`src/rtl/shake_arbiter.sv`:
```
`default_nettype none
// ============================================================================
// Module   : shake_arbiter
// Purpose  : Two-requester arbiter in front of a single SHAKE core. A granted
//            requester owns the core's absorb (din) and squeeze (dout) streams,
//            which are routed combinationally. A transaction ends on the
//            owner's force_done, on the owner dropping its request, or on the
//            idle-handshake watchdog. Every end pulses shake_force_done and is
//            followed by one FLUSH cycle with no grant.
// Ports    : clk, rst (async, active-low)
//            req0/req1, gnt0/gnt1           - request / registered grant
//            dinX_valid/dinX/dinX_ready     - requester absorb streams
//            doutX_ready/doutX_valid/doutX  - requester squeeze streams
//            force_done0/force_done1        - requester end-of-transaction
//            shake_din_*/shake_dout_*       - core-side streams
//            shake_force_done               - core reset/finish pulse
//            timeout_err                    - sticky watchdog flag
// Revision : 1.0 - initial release
// ============================================================================
module shake_arbiter #(
  parameter int          WIDTH   = 32,
  parameter int unsigned TIMEOUT = 4096
) (
  input  logic             clk,
  input  logic             rst,
  input  logic             req0,
  input  logic             req1,
  output logic             gnt0,
  output logic             gnt1,
  input  logic             din0_valid,
  input  logic [WIDTH-1:0] din0,
  output logic             din0_ready,
  input  logic             din1_valid,
  input  logic [WIDTH-1:0] din1,
  output logic             din1_ready,
  input  logic             dout0_ready,
  output logic             dout0_valid,
  output logic [WIDTH-1:0] dout0,
  input  logic             dout1_ready,
  output logic             dout1_valid,
  output logic [WIDTH-1:0] dout1,
  input  logic             force_done0,
  input  logic             force_done1,
  output logic             shake_din_valid,
  input  logic             shake_din_ready,
  output logic [WIDTH-1:0] shake_din,
  input  logic             shake_dout_valid,
  output logic             shake_dout_ready,
  input  logic [WIDTH-1:0] shake_dout,
  output logic             shake_force_done,
  output logic             timeout_err
);

  // A disabled watchdog still keeps a 1-bit counter so widths stay legal.
  localparam int c_cnt_w = (TIMEOUT == 0) ? 1 : $clog2(TIMEOUT + 1);
  localparam logic [c_cnt_w-1:0] c_cnt_lim = (TIMEOUT == 0) ? '0 : c_cnt_w'(TIMEOUT - 1);
  localparam logic [c_cnt_w-1:0] c_cnt_max = '1;
  localparam logic c_wdog_en = (TIMEOUT != 0);

  typedef enum logic [1:0] {
    S_IDLE  = 2'd0,
    S_BUSY0 = 2'd1,
    S_BUSY1 = 2'd2,
    S_FLUSH = 2'd3
  } state_t;

  state_t               r_state;
  state_t               w_state_nxt;
  logic                 r_last;      // port of the most recent grant
  logic                 w_last_nxt;
  logic [c_cnt_w-1:0]   r_cnt;
  logic [c_cnt_w-1:0]   w_cnt_nxt;
  logic                 r_err;
  logic                 w_err_set;
  logic                 w_sel;       // granted port when busy
  logic                 w_req_sel;
  logic                 w_fd_sel;
  logic                 w_req_oth;
  logic                 w_hs;
  logic                 w_expire;

  assign gnt0        = (r_state == S_BUSY0);
  assign gnt1        = (r_state == S_BUSY1);
  assign timeout_err = r_err;

  always_comb begin
    w_state_nxt      = r_state;
    w_last_nxt       = r_last;
    w_cnt_nxt        = '0;
    w_err_set        = 1'b0;
    w_hs             = 1'b0;
    w_expire         = 1'b0;
    w_sel            = (r_state == S_BUSY1);
    w_req_sel        = w_sel ? req1 : req0;
    w_fd_sel         = w_sel ? force_done1 : force_done0;
    // In FLUSH r_last names the port that just finished; the other port wins.
    w_req_oth        = r_last ? req0 : req1;
    shake_din_valid  = 1'b0;
    shake_din        = '0;
    shake_dout_ready = 1'b0;
    shake_force_done = 1'b0;
    din0_ready       = 1'b0;
    din1_ready       = 1'b0;
    dout0_valid      = 1'b0;
    dout1_valid      = 1'b0;
    dout0            = '0;
    dout1            = '0;

    case (r_state)
      S_IDLE: begin
        if (req0 && req1) begin
          w_state_nxt = r_last ? S_BUSY0 : S_BUSY1;
          w_last_nxt  = ~r_last;
        end else if (req0) begin
          w_state_nxt = S_BUSY0;
          w_last_nxt  = 1'b0;
        end else if (req1) begin
          w_state_nxt = S_BUSY1;
          w_last_nxt  = 1'b1;
        end
      end

      S_BUSY0, S_BUSY1: begin
        shake_din_valid  = w_sel ? din1_valid  : din0_valid;
        shake_din        = w_sel ? din1        : din0;
        shake_dout_ready = w_sel ? dout1_ready : dout0_ready;
        if (w_sel) begin
          din1_ready  = shake_din_ready;
          dout1_valid = shake_dout_valid;
          dout1       = shake_dout;
        end else begin
          din0_ready  = shake_din_ready;
          dout0_valid = shake_dout_valid;
          dout0       = shake_dout;
        end
        w_hs     = (shake_din_valid && shake_din_ready) ||
                   (shake_dout_valid && shake_dout_ready);
        // Fires on the TIMEOUT-th consecutive cycle without a handshake.
        w_expire = c_wdog_en && !w_hs && (r_cnt == c_cnt_lim);
        if (w_fd_sel || !w_req_sel || w_expire) begin
          // All end causes share one pulse; expiry also flags the error.
          shake_force_done = 1'b1;
          w_err_set        = w_expire;
          w_state_nxt      = S_FLUSH;
        end else if (!w_hs) begin
          w_cnt_nxt = (r_cnt == c_cnt_max) ? r_cnt : r_cnt + 1'b1;
        end
      end

      S_FLUSH: begin
        if (w_req_oth) begin
          w_state_nxt = r_last ? S_BUSY0 : S_BUSY1;
          w_last_nxt  = ~r_last;
        end else if (r_last ? req1 : req0) begin
          w_state_nxt = r_last ? S_BUSY1 : S_BUSY0;
        end else begin
          w_state_nxt = S_IDLE;
        end
      end

      default: w_state_nxt = S_IDLE;
    endcase
  end

  always_ff @(posedge clk or negedge rst) begin
    if (!rst) begin
      r_state <= S_IDLE;
      r_last  <= 1'b1;
      r_cnt   <= '0;
      r_err   <= 1'b0;
    end else begin
      r_state <= w_state_nxt;
      r_last  <= w_last_nxt;
      r_cnt   <= w_cnt_nxt;
      if (w_err_set) begin
        r_err <= 1'b1;
      end
    end
  end

endmodule
`default_nettype wire

```
`config.mk`:
```
export PLATFORM = sky130hd
export DESIGN_NAME = shake_arbiter
export DESIGN_NICKNAME = d
export VERILOG_FILES = /design/src/rtl/shake_arbiter.sv
export SDC_FILE = /design/constraint.sdc
export NUM_CORES = 1
export LEC_CHECK = 0
export ABC_CLOCK_PERIOD_IN_PS = 1900
export CORE_MARGIN = 2
export CORE_UTILIZATION = 27
export DETAILED_ROUTE_END_ITERATION = 8
export GPL_TIMING_DRIVEN = 1
export PLACE_DENSITY_LB_ADDON = 0.12
export REMOVE_ABC_BUFFERS = 1
export SKIP_LAST_GASP = 1
export SLEW_MARGIN = 15
export SYNTH_ARGS = -nofsm -noshare
export SYNTH_HDL_FRONTEND = slang
export SYNTH_SLANG_ARGS = --single-unit
```
`constraint.sdc`:
```
create_clock -name clk -period 1.9 [get_ports clk]
set_input_delay 0.19 -clock clk [delete_from_list [all_inputs] [get_ports clk]]
set_output_delay 0.19 -clock clk [all_outputs]
set_load 0.01 [all_outputs]
```
==> metrics.txt, run 1 <==
pwr dens=1540 nW/um2; ranking of synthesized cells by area=and2_1, dfrtp_1, mux2i_1; Crit Path Class=register to primary output; antenna viol nets, final=0; most common cell in the synthesized netlist=and2_1; power share of the sequential group=5.3%; Hold Path Class=input port to async pin; combinational share of power=91.6%; First-pass DRT Iterations=4; Net Sw Power=3.30 mW; placed cell count=606; worst-skew pair later-pin latency=260 ps; dominant cell type by area after synthesis=and2_1; reg-to-reg setup timing slack=-200 ps; distinct cell type count after synthesis=43; number of hold buffers added after CTS=0; Layout Skew=12.9 ps; Hold Vio Cnt, Final=0; run status=complete, but fails checks; Peak supply drop=850 uV; # IOs=214; cells along the critical path=ha_4 -> buf_6 -> clkbuf_16 -> buf_4 -> buf_6 -> buf_8 -> mux2i_4 -> nor2b_4 -> buf_6; first-pass GRT wire length=16200 um; Worst path slowest cell=dfrtp_2; final worst slack=-218 ps; setup_tns=-8120 ps; Post-Syn Area per Cell=7.96 um2; Setup Viol. Count Final=76; number of core rows=32; Starting DRT DRC Count=48; critical path fanouts, max=6; synthesis-to-layout area growth=158%; cell repeated most along the worst path=buf_6; gr ovfl total=0; CTS buffer count=3; Crit. End Element=primary output; Worst setup SP type=register; CP max stage delay=440 ps; Max Cap Viol=0; routability cong.=0.852; post-route cell area=5510 um2; CTS Buffer Depth=2; fin crit share=111%; part of the power in the clock network=3.2%; unrepaired setup endpoints after global routing=true; wire per inst=18.3 um; non-filler instance count after layout=651; # nets final=663; Cell Area, Synth=2130 um2; PortBufs=213; CP Data Required Time=1710 ps; vias=3015; switching part of the total=38.8%; CTS tree=done; Synth top area share=20.5%; Worst Tran Pin Value=505 ps; sequential area share after synthesis=20.0%; DRC=0; HPWL Detailed=8940 um; Top delay family on crit path=buffers and inverters; fillers=574; Post-synth top cells=and2_1, nor2b_1, mux2i_1; Die Height=92.9 um; Fmax=0.472 GHz; drt total wl=11900 um; Final Slew Violations=0; minimum clock period=2120 ps; die footprint=8630 um2; failing checks=setup timing; CTS Sinks=17; worst rel slew slack=66.0%; Starting Density=27.8%; asr flop ratio synth=100%; dominant synthesized flop cell=dfrtp_1; die width=92.9 um; Internal=5.20 mW; initial antenna violation count=3; vias in the first global route=2845; CTS H-tree lvls=1; GRT Total Usage=24.3%; layout cells sized above 1=40.5%; clk root buf=clkbuf_8; largest net degree at the start of global routing=38; Floorplan Core Area=7690 um2; via density per instance=4.63; number of synthesized flops with an enable pin=0; crit path buf inv count=6; Worst-path clk slew=70 ps; register bit total from synthesis=17; area of the multi-input gates=1910 um2; Arrival @ worst endpoint=1930 ps; Cells after Synth=268; Placement Cell Area=4630 um2; Storage cell area=428 um2; yosys warns=0; LEAKAGE=2.81 nW
## cell families after synthesis
kind of cell / Yosys count / synth area share, %
AOI/OAI and AO/OA: 31 / 9.62
buffers and inverters: 25 / 5.16
adders and majority gates: 6 / 3.52
xor gates and xnor gates: 3 / 1.23
and+or+nand+nor: 150 / 43.0
DFF: 17 / 20.0
muxes: 36 / 17.5
## sequential cells by signal, summed over array words and instances (netlist names)
name / cells
r_cnt: 13
r_last: 1
r_state: 2
timeout_err: 1
## timing repair
item / CTS / global route
resized for setup: 208 / 213
endpoints found under the setup margin: 118 / 109
buffers inserted: 8 / 24
cloned: 4 / 6
pin swaps: 13 / 27
## area by class of cell
type	instances	share of cell area [%]
antenna	1	0.0454
multi-input combinational	227	34.6
sequential	17	7.77
timing repair buffer	292	53.9
clock buffer	3	0.749
clock inverter	1	0.0908
tap	102	2.32
inverter	8	0.545
## power by group through the flow
stage / logic (mW) / registers, mW / clock network [mW]
2_1_floorplan: 2.54 / 0.445 / 0
3_3_place_gp: 5.85 / 0.441 / 0
3_5_place_dp: 5.90 / 0.445 / 0
4_1_cts: 6.27 / 0.449 / 0.276
5_1_grt: 8.21 / 0.453 / 0.292
6_report: 7.78 / 0.448 / 0.269
## worst paths after layout
check | start | end | cells after the start
setup reg to reg | r_cnt[1]$_DFFE_PN0P_ | r_state[0]$_DFFE_PN0P_ | 8
min in group clk | r_last$_DFFE_PN1P_ | r_last$_DFFE_PN1P_ | 2
setup / recovery | r_state[1]$_DFFE_PN0P_ | shake_din[26] | 9
hold / removal | rst | r_cnt[1]$_DFFE_PN0P_ | 2
hold reg to reg | r_last$_DFFE_PN1P_ | r_last$_DFFE_PN1P_ | 2
max in group asynchronous | rst | r_last$_DFFE_PN1P_ | 2
## worst reg2reg max path, stage by stage (launching register included)
cell and delay [ps]:
dfrtp_1 370, ha_2 190, nand4_1 160, buf_4 200, nor4_4 170, buf_4 180
nand4_1 120, a22oi_2 240, mux2_2 360
## metrics by stage
| step | total power, mW | worst slack, ps | hold slack [ps] | util (%) |
|---|---|---|---|---|
| after global placement | 6.30 | -271 | 476 | 60.2 |
| after global routing | 8.96 | -322 | 286 | 71.6 |
| final | 8.49 | -218 | 257 | 71.7 |
| after detailed placement | 6.35 | -316 | 482 | 60.2 |
| after floorplan | 2.99 | -1600 | -106 | - |
| after CTS | 7.00 | -154 | 266 | 64.2 |
## cells in the final DEF, fill, tap and decap left out, types with 5 or more instances in the layout
cell type        netlist  routed
mux2i_1               32      21
mux2i_4                0       7
and2_1                70      51
nor2_1                 9       9
buf_8                  0       5
dfrtp_1               16      15
nor2b_1               33      25
a21oi_1                8       5
clkbuf_16              0       5
inv_1                  8       6
nand2_1                9       6
nor2b_4                0       5
clkdlybuf4s50_1        0     109
nand3_1                8       8
and2_4                 0      19
dlymetal6s2s_1         0      26
clkbuf_2               0       9
buf_4                  0      46
buf_12                 0       8
dlygate4sd2_1          0       9
buf_6                  2      35
clkdlybuf4s15_2        0      17
buf_2                  1      22
## layer usage
metal	vias up	wire [um]	track usage, %
li1	1474	-	-
met1	1398	4700	28.6
met2	123	5810	41.2
met3	16	1250	11.8
met4	4	146	2.82
met5	-	26	0
No activity file was read; power rests on OpenSTA's default activity.
==> run 2: changes to the inputs <==
- CORE_ASPECT_RATIO: not set -> 0.6
==> run 2 against run 1 <==
Sequential power is 1% higher; routed wire length is 5.4% lower; non-clock buffer count is 7 higher; critical path type is now register to register; the flow still finishes with violations (setup timing); flip-flop and latch count stayed put; critical path depth is 1 lower; final cell count is 2.0% higher.
==> metrics.txt, run 2 (synthesis results as in run 1) <==
worst rel slew slack=78.3% (+12 points); top flop regs=r_cnt x13, r_state x2; largest net degree at the start of global routing=18 (-53%); Starting Density=27.5% (-0.25 points); worst-skew pair later-pin latency=250 ps (about the same); CTS Sinks=17 (unchanged); Worst Tran Pin Value=323 ps (-182 ps); CTS Buffer Depth=2 (unchanged); CTS buffer count=3 (unchanged); unrepaired setup endpoints after global routing=true; Largest Register=r_cnt; non-filler instance count after layout=664 (+2.0%); CP Data Required Time=2030 ps (+320 ps); # nets final=670 (+1.1%); LEAKAGE=2.49 nW (-11%); wire per inst=17.0 um (-7.3%); CTS tree=done; minimum clock period=2110 ps (-7.34 ps); Placement Cell Area=4620 um2 (-0.22%); gr ovfl total=0 (unchanged); HPWL Detailed=8370 um (-6.4%); max FFs per register=13 (unchanged); PortBufs=213 (unchanged); Worst setup SP type=register; Layout Skew=0.637 ps (-12.3 ps); Hold Vio Cnt, Final=0 (unchanged); initial antenna violation count=1 (-2); critical path fanouts, max=7 (+1); Floorplan Core Area=7760 um2 (+0.91%); First-pass DRT Iterations=4 (unchanged); vias=3018 (+0.10%); commonest non-fill, non-tap cell in the layout=clkdlybuf4s50_1; Fmax=0.474 GHz (+0.35%); pwr dens=1550 nW/um2 (+0.39%); fin crit share=111% (-0.39 points); Hold WS=305 ps (+48.0 ps); GRT Total Usage=23.6% (-0.75 points); final worst slack=-211 ps (+7.34 ps); drt total wl=11300 um (-5.4%); Worst-path clk slew=50 ps (-20 ps); clk root buf=clkbuf_16; Hold Path Class=input port to async pin; Crit. End Element=register; first-pass GRT wire length=15700 um (-3.1%); post-route cell area=5280 um2 (-4.3%); Starting DRT DRC Count=93 (+94%); CTS H-tree lvls=1 (unchanged); die footprint=8650 um2 (+0.26%); Die Height=72.9 um (-22%); Peak supply drop=717 uV (-16%); synthesis-to-layout area growth=147%; die width=119 um (+28%); number of core rows=25 (-22%); layout cells sized above 1=38.6% (-2.0 points); most frequent cells in the layout=clkdlybuf4s50_1, and2_1, buf_2; Setup Viol. Count Final=85 (+12%); vias in the first global route=2831 (-0.49%); DRC=0 (unchanged); Arrival @ worst endpoint=2250 ps (+320 ps); # IOs=214 (unchanged); antenna viol nets, final=0 (unchanged); Crit Path Class=register to register; Final Slew Violations=0 (unchanged); placed cell count=608 (+0.33%); failing checks=setup timing; via density per instance=4.55 (-1.9%); routability cong.=0.829 (-2.7%); run status=complete, but fails checks; Max Cap Viol=0 (unchanged)
run 2: cell types whose count changed in the layout (fill, tap and decap cells not counted), sizes merged:
cell,delta
buf,+23
dlymetal6s2s,-22
clkdlybuf4s50,+14
clkdlybuf4s15,-12
clkbuf,+4
run 2: through the flow:
stage               worst slack, ps  utilization (%)  power (mW)  TNS (ps)
finish                         -211             68.0        8.16     -8590
global route                   -279             68.0        8.66    -15180
CTS                            -205             62.8        7.01    -10510
detailed placement             -331             59.5        6.27    -17140
global placement               -279             59.5        6.22    -14120
floorplan                     -1600                -        2.99   -140250
run 2: power by group:
part           switching [mW]  total (mW)  internal [mW]
clock                   0.148       0.430          0.282
sequential             0.0376       0.453          0.415
combinational            3.01        7.28           4.27
total                    3.20        8.16           4.97
run 2: worst paths after layout:
| kind | startpoint | endpoint | slack, ps | cells after the start |
|---|---|---|---|---|
| min in group clk | timeout_err$_DFFE_PN0P_ | timeout_err$_DFFE_PN0P_ | 480 | 1 |
| max in group asynchronous | rst | r_last$_DFFE_PN1P_ | 1340 | 2 |
| min reg2reg | timeout_err$_DFFE_PN0P_ | timeout_err$_DFFE_PN0P_ | 480 | 1 |
| max | r_state[0]$_DFFE_PN0P_ | r_cnt[4]$_DFFE_PN0P_ | -210 | 8 |
| max reg2reg | r_state[0]$_DFFE_PN0P_ | r_cnt[4]$_DFFE_PN0P_ | -210 | 8 |
| min | rst | timeout_err$_DFFE_PN0P_ | 310 | 2 |
run 2: layout make-up:
class	instances	area (um2)
diodes	1	2.50
clock buffers	3	75.1
clock inverters	1	5.00
fillers	670	2480
inverters	8	30.0
multi-input cells	227	1820
flip-flops and latches	17	428
well taps	108	135
repair buffers	299	2780
run 2: what timing repair did:
item,in CTS,in global routing
endpoints found under the setup margin,118,107
resized for setup,178,223
hold buffers,0,0
buffers inserted,16,30
pin swaps,9,21
gates cloned,4,5
run 2: per-layer routing:
layer | vias to the layer above | global-route usage (%) | wire [um]
li1 | 1486 | - | -
met1 | 1400 | 26.4 | 4470
met2 | 114 | 46.0 | 5940
met3 | 18 | 5.00 | 613
met4 | 0 | 6.08 | 269
met5 | - | 0 | 0
run 2: critical path, cell delays in order (launching register included):
cell and delay, ps:
dfrtp_1 390, inv_2 90, ha_4 180, mux2_4 330, buf_6 120, a221oi_4 360, and3_4 320, or3_4 150
a21oi_2 50
